$ cat src/rtl/cory_queue_cnt.sv
// Counted FIFO with a valid/ready write side (a) and a valid/ready read side (z).
// Depth Q (>= 1), entry width N. Ready on the write side reflects the registered
// fill level only, so a pop in the same cycle never raises o_a_r combinationally.
module cory_queue_cnt #(
    parameter int N = 8,
    parameter int Q = 2
) (
    input  logic         clk,
    input  logic         reset_n,
    input  logic         i_a_v,
    output logic         o_a_r,
    input  logic [N-1:0] i_a_d,
    output logic         o_z_v,
    output logic [N-1:0] o_z_d,
    input  logic         i_z_r
);

    localparam int PW = (Q > 1) ? $clog2(Q) : 1;
    localparam int CW = $clog2(Q + 1);

    logic [N-1:0]  mem_q [Q];
    logic [PW-1:0] wr_ptr_q, wr_ptr_d;
    logic [PW-1:0] rd_ptr_q, rd_ptr_d;
    logic [CW-1:0] cnt_q, cnt_d;
    logic          push;
    logic          pop;

    // Pointers wrap modulo Q, which need not be a power of two.
    function automatic logic [PW-1:0] next_ptr(input logic [PW-1:0] ptr);
        if (ptr == PW'(Q - 1)) begin
            return '0;
        end
        return ptr + 1'b1;
    endfunction

    assign o_a_r = (cnt_q != CW'(Q));
    assign o_z_v = (cnt_q != '0);
    assign o_z_d = mem_q[rd_ptr_q];
    assign push  = i_a_v & o_a_r;
    assign pop   = i_z_r & o_z_v;

    // Next-state for pointers and fill level; push and pop together keep the count.
    always_comb begin
        wr_ptr_d = wr_ptr_q;
        rd_ptr_d = rd_ptr_q;
        cnt_d    = cnt_q;
        if (push) begin
            wr_ptr_d = next_ptr(wr_ptr_q);
        end
        if (pop) begin
            rd_ptr_d = next_ptr(rd_ptr_q);
        end
        case ({push, pop})
            2'b10:   cnt_d = cnt_q + 1'b1;
            2'b01:   cnt_d = cnt_q - 1'b1;
            default: cnt_d = cnt_q;
        endcase
    end

    // Control state register.
    // NOTE: sequential state uses non-blocking assignments so every flop samples pre-edge values.
    always_ff @(posedge clk or negedge reset_n) begin
        if (!reset_n) begin
            wr_ptr_q <= '0;
            rd_ptr_q <= '0;
            cnt_q    <= '0;
        end else begin
            wr_ptr_q <= wr_ptr_d;
            rd_ptr_q <= rd_ptr_d;
            cnt_q    <= cnt_d;
        end
    end

    // Entry storage, written on push.
    // NOTE: storage is deliberately not reset; the count alone says which entries are valid.
    always_ff @(posedge clk) begin
        if (push) begin
            mem_q[wr_ptr_q] <= i_a_d;
        end
    end

endmodule

$ cat src/rtl/cory_sram_wo.sv
// Write-only SRAM adapter: buffers valid/ready write requests in a Q-deep queue,
// drains them into the SRAM write port when i_z_r allows, and returns one
// acknowledge per committed write, in order.
// Optional feature macro: CORY_SRAM_WO_ACK_EN enables the acknowledge channel and
// the outstanding-ack back-pressure; without it o_b_v/o_b_cnt are tied to 0.
module cory_sram_wo #(
    parameter int C = 2,
    parameter int A = 8,
    parameter int D = 8,
    parameter int Q = 2,
    parameter int B = 2
) (
    input  logic                     clk,
    input  logic                     reset_n,
    input  logic [C-1:0]             i_s_cen,
    input  logic [A-1:0]             i_s_addr,
    input  logic [D-1:0]             i_s_wdata,
    output logic                     o_s_r,
    output logic [C-1:0]             o_z_cen,
    output logic [C-1:0]             o_z_wen,
    output logic [A-1:0]             o_z_addr,
    output logic [D-1:0]             o_z_wdata,
    input  logic                     i_z_r,
    output logic                     o_b_v,
    input  logic                     i_b_r,
    output logic [$clog2(B+1)-1:0]   o_b_cnt
);

    localparam int QW = C + A + D;
    localparam int BW = $clog2(B + 1);

    logic          s_v;
    logic [QW-1:0] head_d;
    logic          head_v;
    logic [C-1:0]  head_cen;
    logic [A-1:0]  head_addr;
    logic [D-1:0]  head_wdata;
    logic          ack_ok;
    logic          issue;

    assign s_v = ~&i_s_cen;

    cory_queue_cnt #(
        .N (QW),
        .Q (Q)
    ) u_req_q (
        .clk     (clk),
        .reset_n (reset_n),
        .i_a_v   (s_v),
        .o_a_r   (o_s_r),
        .i_a_d   ({i_s_cen, i_s_addr, i_s_wdata}),
        .o_z_v   (head_v),
        .o_z_d   (head_d),
        .i_z_r   (issue)
    );

    assign {head_cen, head_addr, head_wdata} = head_d;
    assign issue = head_v & i_z_r & ack_ok;

`ifdef CORY_SRAM_WO_ACK_EN
    logic [BW-1:0] ack_cnt_q, ack_cnt_d;
    logic          ack_pop;

    assign o_b_v   = (ack_cnt_q != '0);
    assign o_b_cnt = ack_cnt_q;
    assign ack_pop = o_b_v & i_b_r;
    // A returning ack frees a slot in the same cycle, so a full counter can still issue.
    assign ack_ok  = (ack_cnt_q < BW'(B)) | ack_pop;

    // Outstanding-ack count: +1 per commit, -1 per accepted ack.
    always_comb begin
        ack_cnt_d = ack_cnt_q;
        case ({issue, ack_pop})
            2'b10:   ack_cnt_d = ack_cnt_q + 1'b1;
            2'b01:   ack_cnt_d = ack_cnt_q - 1'b1;
            default: ack_cnt_d = ack_cnt_q;
        endcase
    end

    // Ack counter register.
    always_ff @(posedge clk or negedge reset_n) begin
        if (!reset_n) begin
            ack_cnt_q <= '0;
        end else begin
            ack_cnt_q <= ack_cnt_d;
        end
    end
`else
    logic unused_b_r;

    assign unused_b_r = i_b_r;
    assign ack_ok     = 1'b1;
    assign o_b_v      = 1'b0;
    assign o_b_cnt    = '0;
`endif

    // SRAM port mux: strobes only while issuing; address/data follow the head, zero when empty.
    // Reset empties the queue asynchronously, so the strobes drop to all ones at once.
    // NOTE: every output gets a default first so no path through this block infers a latch.
    always_comb begin
        o_z_cen   = '1;
        o_z_wen   = '1;
        o_z_addr  = '0;
        o_z_wdata = '0;
        if (head_v) begin
            o_z_addr  = head_addr;
            o_z_wdata = head_wdata;
        end
        if (issue) begin
            o_z_cen = head_cen;
            o_z_wen = head_cen;
        end
    end

endmodule

$ cat config.mk
export PLATFORM = sky130hd
export DESIGN_NAME = cory_sram_wo
export DESIGN_NICKNAME = d
export VERILOG_FILES = /design/src/rtl/cory_queue_cnt.sv /design/src/rtl/cory_sram_wo.sv
export SDC_FILE = /design/constraint.sdc
export NUM_CORES = 1
export LEC_CHECK = 0
export CELL_PAD_IN_SITES_DETAIL_PLACEMENT = 1
export CELL_PAD_IN_SITES_GLOBAL_PLACEMENT = 1
export CORE_MARGIN = 1
export CORE_UTILIZATION = 41
export CTS_BUF_LIST = sky130_fd_sc_hd__clkbuf_16
export DETAILED_ROUTE_END_ITERATION = 10
export PLACE_DENSITY_LB_ADDON = 0.1
export SYNTH_ARGS = -nofsm -noshare
export SYNTH_HDL_FRONTEND = slang
export SYNTH_SLANG_ARGS = --single-unit
export TNS_END_PERCENT = 20
$ cat constraint.sdc
create_clock -name clk -period 4.8 [get_ports clk]
set_clock_uncertainty 0.05 [all_clocks]
set_input_delay 0.96 -clock clk [delete_from_list [all_inputs] [get_ports clk]]
set_output_delay 0.96 -clock clk [all_outputs]
set_load 0.02 [all_outputs]
# After elaboration in Yosys (flattened, before gate mapping)
# Memory sizes are Yosys's and may differ from the RTL's.
# Index checks and enable logic that the tools add are counted.
dict set report word_totals {
  regBits 4
  output_inout_bits 24
  rom_bits 0
  mem_count 1
  ramBits 36
  latch_bits 0
}
dict set report classes {
  n_reduce_logical 4
  multipliers 0
  magnitude_cmp 0
  div 0
  n_eq_ne 3
  shift 0
  n_addsub 4
  muxes 14
  n_bitwise 3
}
# name depth word_bits rd rd_ports_with_merged_regs wr line_no
set mem_list {}
lappend mem_list {u_req_q.mem_q 2 18 1 0 1 cory_queue_cnt.sv:21} ;# logic [N-1:0] mem_q [Q];
# op n
set op_table {}
lappend op_table {{8-bit two-way mux} 2}
lappend op_table {{1-bit two-way mux} 10}
lappend op_table {{2-bit case mux with 2 select lines} 1}
lappend op_table {{2-bit nonzero test} 2}
lappend op_table {{1-bit bitwise AND} 3}
lappend op_table {{1-bit adder, second input constant} 2}
lappend op_table {{2-bit by 1-bit adder with 2-bit output, second input constant} 1}
lappend op_table {{2-bit by 1-bit equality test with 1-bit output, second input constant} 1}
lappend op_table {{2-bit equality test, second input constant} 1}
lappend op_table {{2-bit two-way mux} 1}
lappend op_table {{2-bit != test, second input constant} 1}
lappend op_table {{2-bit AND reduction} 1}
lappend op_table {{2-bit by 1-bit subtractor with 2-bit output, second input constant} 1}
lappend op_table {{1-bit zero test} 1}

# Longest topological paths before layout
dict set report logic_depth {
  word_depth 5
  ltp_mapped 6
  depth_no_buf 6
}

# By module
# From an unflattened synthesis, not the netlist that was laid out.
dict set report hier_totals {
  cells_unflattened 100
  area_unflattened_um2 1695.4
}
# module seq_area_each_um2 n_inst area_each_um2 cells_each
set by_module_without_submodules {}
lappend by_module_without_submodules {cory_queue_cnt 1181.1 1 1501.4 73}
lappend by_module_without_submodules {cory_sram_wo 0.0 1 193.9 27}

# Worst setup path after synthesis
# No wires, ideal clock.
dict set report synth_timing {
  path_type {input-to-output}
  startpoint {input i_z_r}
  endpoint {output o_z_wen[0]}
  slack_ns 2.317
  n_path_buf 1
  stages 3
  t_arrival_ns 1.473
  cell_sequence {nor2b_4 nand2_1 buf_4}
}
dict set report synth_between {
  elab_chain_len 2
}
# item line_no
set synth_lines {}
lappend synth_lines {{start: declaration} cory_sram_wo.sv:23} ;# input logic i_z_r,
lappend synth_lines {{1-bit bitwise AND} cory_sram_wo.sv:58} ;# assign issue = head_v & i_z_r & ack_ok;
lappend synth_lines {{2-bit two-way mux} --}
lappend synth_lines {{end: declaration} cory_sram_wo.sv:20} ;# output logic [C-1:0] o_z_wen,
# Every way passes these cells.

# Worst setup path in the final report
dict set report layout_timing {
  startpoint {input i_z_r}
  endpoint {output o_z_wen[0]}
}
dict set report layout_between {
  elab_chain_len 2
}
# item line_no
set layout_lines {}
lappend layout_lines {{1-bit bitwise AND} cory_sram_wo.sv:58}
lappend layout_lines {{2-bit two-way mux} cory_sram_wo.sv:109} ;# if (issue) begin
# Every way passes these cells.

==> run summary <==
Status - finished clean
Worst Setup End Kind - primary output
Footprint of the multi-input gates - 365 um^2
Hold path depth - 1
Core area - 3690 um^2
Num Clock Sinks - 40
Clk Latency, worst-skew pair - 0.27 ns
Post-route antenna net violation count - 0
CP most frequent cell - clkdlybuf4s50_1
Worst path slowest cell - clkdlybuf4s50_1
Worst-path clk slew - 0.05 ns
CTS tree - done
Die Span Y - 64.5 um
Post-synth top area share - 0.676
Hold-fix buffers at CTS - 0
Max Clk Rate - 307 MHz
Most frequent cell after synthesis - edfxtp_1
# fillers - 357
Via density per instance - 4.83
Chip width - 64.5 um
Hold Crit Start - u_req_q.cnt_q[1]$_DFFE_PN0P_
Final WL - 2800 um
CP top delay family - buffers and inverters
Period Utilization, post-route - 0.679
Pins Over Slew Limit - 0
Antenna violations before repair - 0
Seq/Total Area, Yosys - 0.738
PnR worst setup slack - 1.54 ns
Syn Area/Cell - 16.2 um^2
Worst Hold Class - reg -> reg
Flop2flop setup slack - 2.80 ns
Port Buf Inserts - 41
Rows - 22
Post-CTS Setup Bufs - 0
Reg2reg end - u_req_q.cnt_q[1]$_DFFE_PN0P_
Synth Area in XOR/XNOR - 0.0274
Iter 0 DRT Violations - 20
Post-synthesis cell area - 1600 um^2
Arrival @ worst endpoint - 2.25 ns
Root buffer cell - clkbuf_16
Slew HR - 0.318
First-pass GRT wire length - 4640 um
Most used DFF post-synth - edfxtp_1
Number of hold violations in the final report - 0
Synth async-reset ratio - 0.100
Final TNS setup - 0 ns
CP Launch Type - primary input
Area growth syn-to-layout - 34.6%
Synth warnings - 0
DRC Markers - 0
Pleak - 0.825 nW
Number of synthesized register bits - 40
DP Worst Slack - 1.55 ns
Total CTS buffers - 5
Initial DRT Pass Iterations - 2
Worst path max stage delay - 0.55 ns
Vias in the first global route - 980
H-Tree Depth - 2
Post-synthesis compound-gate area fraction - 0
Overflow left after global routing - 0
Post-synthesis simple-gate area fraction - 0.0719
Vias - 917
Max-cap violations - 0
Crit path required time - 3.79 ns
Power density cells - 715 nW/um^2
Antenna Cells - 0
Crit path kind - in -> out
DR WL/cell - 14.7 um
Unique masters post-synth - 15
Pin slew with the least headroom to its limit - 1.02 ns
Area contributors post-synth - edfxtp_1 (68%), mux2i_1 (11%), dfrtp_1 (6.3%), nor2_1 (4.2%), buf_4 (3.3%)
WP buf/inv - 2
Initial Utilization - 0.434
DP Wirelength - 1860 um
Yosys top cell by area - edfxtp_1
Mux share of post-synthesis cell area - 0.113
Share of cells above drive strength 1 - 0.0563
Hold WS - 0.469 ns
Setup repair after global routing missed its margin - no
Main combinational cell family by area after synthesis - multiplexers
Largest net degree at the start of global routing - 20
Reg area - 1180 um^2
Final nets - 164
Die area - 4160 um^2
Post-CTS Resized - 0
GRT Util Overall - 0.159
Period minus WS final - 3.26 ns
Post-synth EDFFs - 36
Longest Clk Path Bufs - 2
Critical path fanouts, max - 4
Hold Path End - u_req_q.cnt_q[1]$_DFFE_PN0P_
Worst vdd ir - 0.435 mV
R2R cell count - 5
Worst path cell trace - clkdlybuf4s50_1 -> nor2b_4 -> nand2_1 -> clkdlybuf4s50_1
R2R Path Start - u_req_q.cnt_q[0]$_DFFE_PN0P_
Ports - 46
Post-synth top cells - edfxtp_1 (36), mux2i_1 (18), nor2_1 (18)
Post-Syn Instances - 99
Post-Synth Adder-Cell Area - 0.00782
Setup violations, final - 0
Final GP Congestion - 0.623
## per-layer routing
layer / up-vias / wire length [um] / GRT usage
li1: 429 / - / -
met1: 459 / 1060 / 0.166
met2: 24 / 1590 / 0.280
met3: 5 / 123 / 0.0669
met4: 0 / 24 / 0.0667
met5: - / 0 / 0
## cells in the final DEF (no fill, tap or decap)
cell | synthesis | final
and3_1 | 1 | 1
nor2b_4 | 1 | 1
mux2i_1 | 18 | 18
clkbuf_16 | 0 | 5
conb_1 | 1 | 3
dfrtp_1 | 4 | 4
nor2_1 | 18 | 17
clkdlybuf4s50_1 | 0 | 41
ha_1 | 1 | 1
nor2_2 | 1 | 2
edfxtp_1 | 36 | 36
nand2b_1 | 1 | 1
nand2_1 | 4 | 4
clkinv_1 | 0 | 1
xnor2_1 | 3 | 3
inv_1 | 0 | 2
xor2_1 | 2 | 2
## worst max path at each step
stage | endpoint | cells past startpoint | start
6_report | o_z_wen[0] | 4 | i_z_r
5_1_grt | o_z_addr[7] | 3 | u_req_q.rd_ptr_q$_DFFE_PN0P_
4_1_cts | o_z_addr[7] | 3 | u_req_q.rd_ptr_q$_DFFE_PN0P_
3_5_place_dp | o_z_wen[1] | 4 | i_z_r
3_3_place_gp | o_z_wen[1] | 4 | i_z_r
2_1_floorplan | o_z_wen[0] | 3 | i_z_r
## area by class of cell
cell class              instances  area share
multi-input cells              53       0.170
well taps                      48      0.0279
flip-flops and latches         40       0.549
repair buffers                 41       0.191
clock buffers                   5      0.0581
clock inverters                 3     0.00523
## per-stage QoR
step           total power, mW  std cells  utilization  area (um^2)
2_1_floorplan            0.985        101            -         1610
3_3_place_gp              1.24        182        0.547         2020
3_5_place_dp              1.26        182        0.547         2020
4_1_cts                   1.57        190        0.584         2150
5_1_grt                   1.63        190        0.584         2150
6_report                  1.54        190        0.584         2150
## sequential cells by signal, summed over array words and instances, names as in the netlist
| register | count |
|---|---|
| u_req_q.cnt_q | 2 |
| u_req_q.wr_ptr_q | 1 |
| u_req_q.mem_q | 36 |
| u_req_q.rd_ptr_q | 1 |
## power breakdown
part / switching [mW] / internal [mW]
sequential: 0.0781 / 0.522
combinational: 0.340 / 0.300
clock: 0.114 / 0.186
total: 0.532 / 1.01
## logic make-up after synthesis
group / after synthesis
flip-flops: 40
AND/OR/NAND/NOR: 26
multiplexers: 18
buffers and inverters: 8
XOR/XNOR: 5
adder cells (fa/ha/maj): 1
other: 1
Power figures use the tool's default switching activity.
==> variant, RTL diff (same settings) <==
Register the output `o_z_wen`, without a reset; this adds one clock of latency there. The other outputs are not delayed to match.
--- a/src/rtl/cory_sram_wo.sv
+++ b/src/rtl/cory_sram_wo.sv
@@ -30,2 +30,4 @@
     localparam int BW = $clog2(B + 1);
+
+    logic [C-1:0] o_z_wen_d;
 
@@ -101,3 +103,3 @@
         o_z_cen   = '1;
-        o_z_wen   = '1;
+        o_z_wen_d = '1;
         o_z_addr  = '0;
@@ -110,4 +112,8 @@
             o_z_cen = head_cen;
-            o_z_wen = head_cen;
+            o_z_wen_d = head_cen;
         end
+    end
+
+    always_ff @(posedge clk) begin
+        o_z_wen <= o_z_wen_d;
     end
Check against the original RTL: not equivalent (a bounded check fails within 4 cycles, from zero or initial values and one cycle with reset_n low).
==> variant against the original RTL <==
  * Area after synthesis up 1.6%
  * Worst hold slack got worse by 0.021 ns
  * Die area is 1.5% higher
  * Total power is 2.3% higher
  * Highest routed layer unchanged
  * Clock power is 2% higher
  * Sequential cell count grew 2
  * Largest power group unchanged
  * Wire length rose by 4.8%
  * Non-clock buffer count did not move
  * Sequential share of layout area increased by 0.82 points
  * Largest cell class unchanged
  * Combinational power about the same
  * Worst setup slack worse by 0.014 ns
  * Count of clock-buffer cells in the layout did not move
  * Cell area is 1.9% higher
==> variant: results (changes against the original RTL) <==
placed_design:
  hpwl_um: 1870  # +0.81%
  gp_congestion: 0.645  # +3.6%
  placed_area_mm2: 0.00206  # +2.0%
synth:
  synthTopCellsByArea: "edfxtp_1 67%, mux2i_1 11%, dfrtp_1 6.2%"
  synth_cell_types: 16  # +1
  synth_commonest_cells: "36 x edfxtp_1, 18 x mux2i_1, 18 x nor2_1"
  seq_area_frac_synth: 0.751  # +0.0133
  synthArstFlopShare: 0.0952  # -0.00476
route:
  first_pass_iters: 4  # +2
  drtIter0Drc: 19  # -5.0%
  viasPerCell: 4.86  # +0.79%
  routed_wl_um: 2930  # +4.8%
layout:
  drive_gt1_frac: 0.0556  # -0.000782
  reg_top3: "u_req_q.mem_q x36, o_z_wen x2, u_req_q.cnt_q x2"
setup_path:
  r2r_setup_slack_ns: 2.79  # about the same
  critPathMaxFanout: 19  # +15
  endpoint: "o_z_wdata[1]"
  start_kind: "register"
  startpoint: "u_req_q.rd_ptr_q$_DFFE_PN0P_"
timing:
  fin_crit_ns: 3.27  # +0.0136 ns
  slew_headroom: 0.298  # -0.0199
global_route:
  grt_pass1_wl_um: 4640  # +0.15%
  grt_usage: 0.158  # -0.00165
min_path:
  hold-path-endpoint: "o_z_wen[0]$_DFF_P_"
  hold-path-cell-count: 2  # +1
power:
  ir_drop_v: 0.000433  # -0.24%
  total_leakage_power_nw: 0.846  # +2.5%
run_status:
  status: "complete, no violations"
==> variant: cell count changes after synthesis <==
cell,unedited run,this run
buf_4,7,5
dfxtp_1,0,2
==> variant: stage by stage <==
stage          hold slack, ns  std cells   util
2_1_floorplan           0.410        101      -
3_3_place_gp            0.410        184  0.549
3_5_place_dp            0.424        184  0.549
4_1_cts                 0.454        192  0.586
5_1_grt                 0.486        192  0.586
6_report                0.448        192  0.586
==> variant: area by class of cell <==
class | count | area (µm²)
clock buffers | 5 | 125
clock inverters | 3 | 11.3
fillers | 360 | 1550
multi-input cells | 53 | 365
flip-flops and latches | 42 | 1220
well taps | 48 | 60.1
repair buffers | 41 | 410
==> variant: cell families (layout without fill, tap and decap cells) <==
group / after synthesis / after routing / synth area share
xor+xnor: 5 / 5 / 0.0269
fa+ha+maj: 1 / 1 / 0.00770
buf+inv: 6 / 49 / 0.0300
flops: 42 / 42 / 0.751
mux: 18 / 18 / 0.111
other cells: 1 / 3 / 0.00231
simple gates: 26 / 26 / 0.0708
==> variant: report_power, final <==
part / internal (mW) / total (mW) / switching, mW
sequential: 0.545 / 0.627 / 0.0825
clock: 0.187 / 0.306 / 0.120
combinational: 0.300 / 0.642 / 0.342
==> variant: routing by layer <==
metal / routed length, µm / track usage / vias to the layer above
met5: 0 / 0 / -
met4: 33 / 0.0750 / 0
met3: 155 / 0.0599 / 2
met2: 1590 / 0.277 / 31
met1: 1160 / 0.164 / 462
li1: - / - / 439
==> variant: critical path, stage by stage (launching register included) <==
cell             delay [ns]
dfrtp_1                1.03
mux2i_1                0.21
nor2_1                 0.13
clkdlybuf4s50_1        0.61
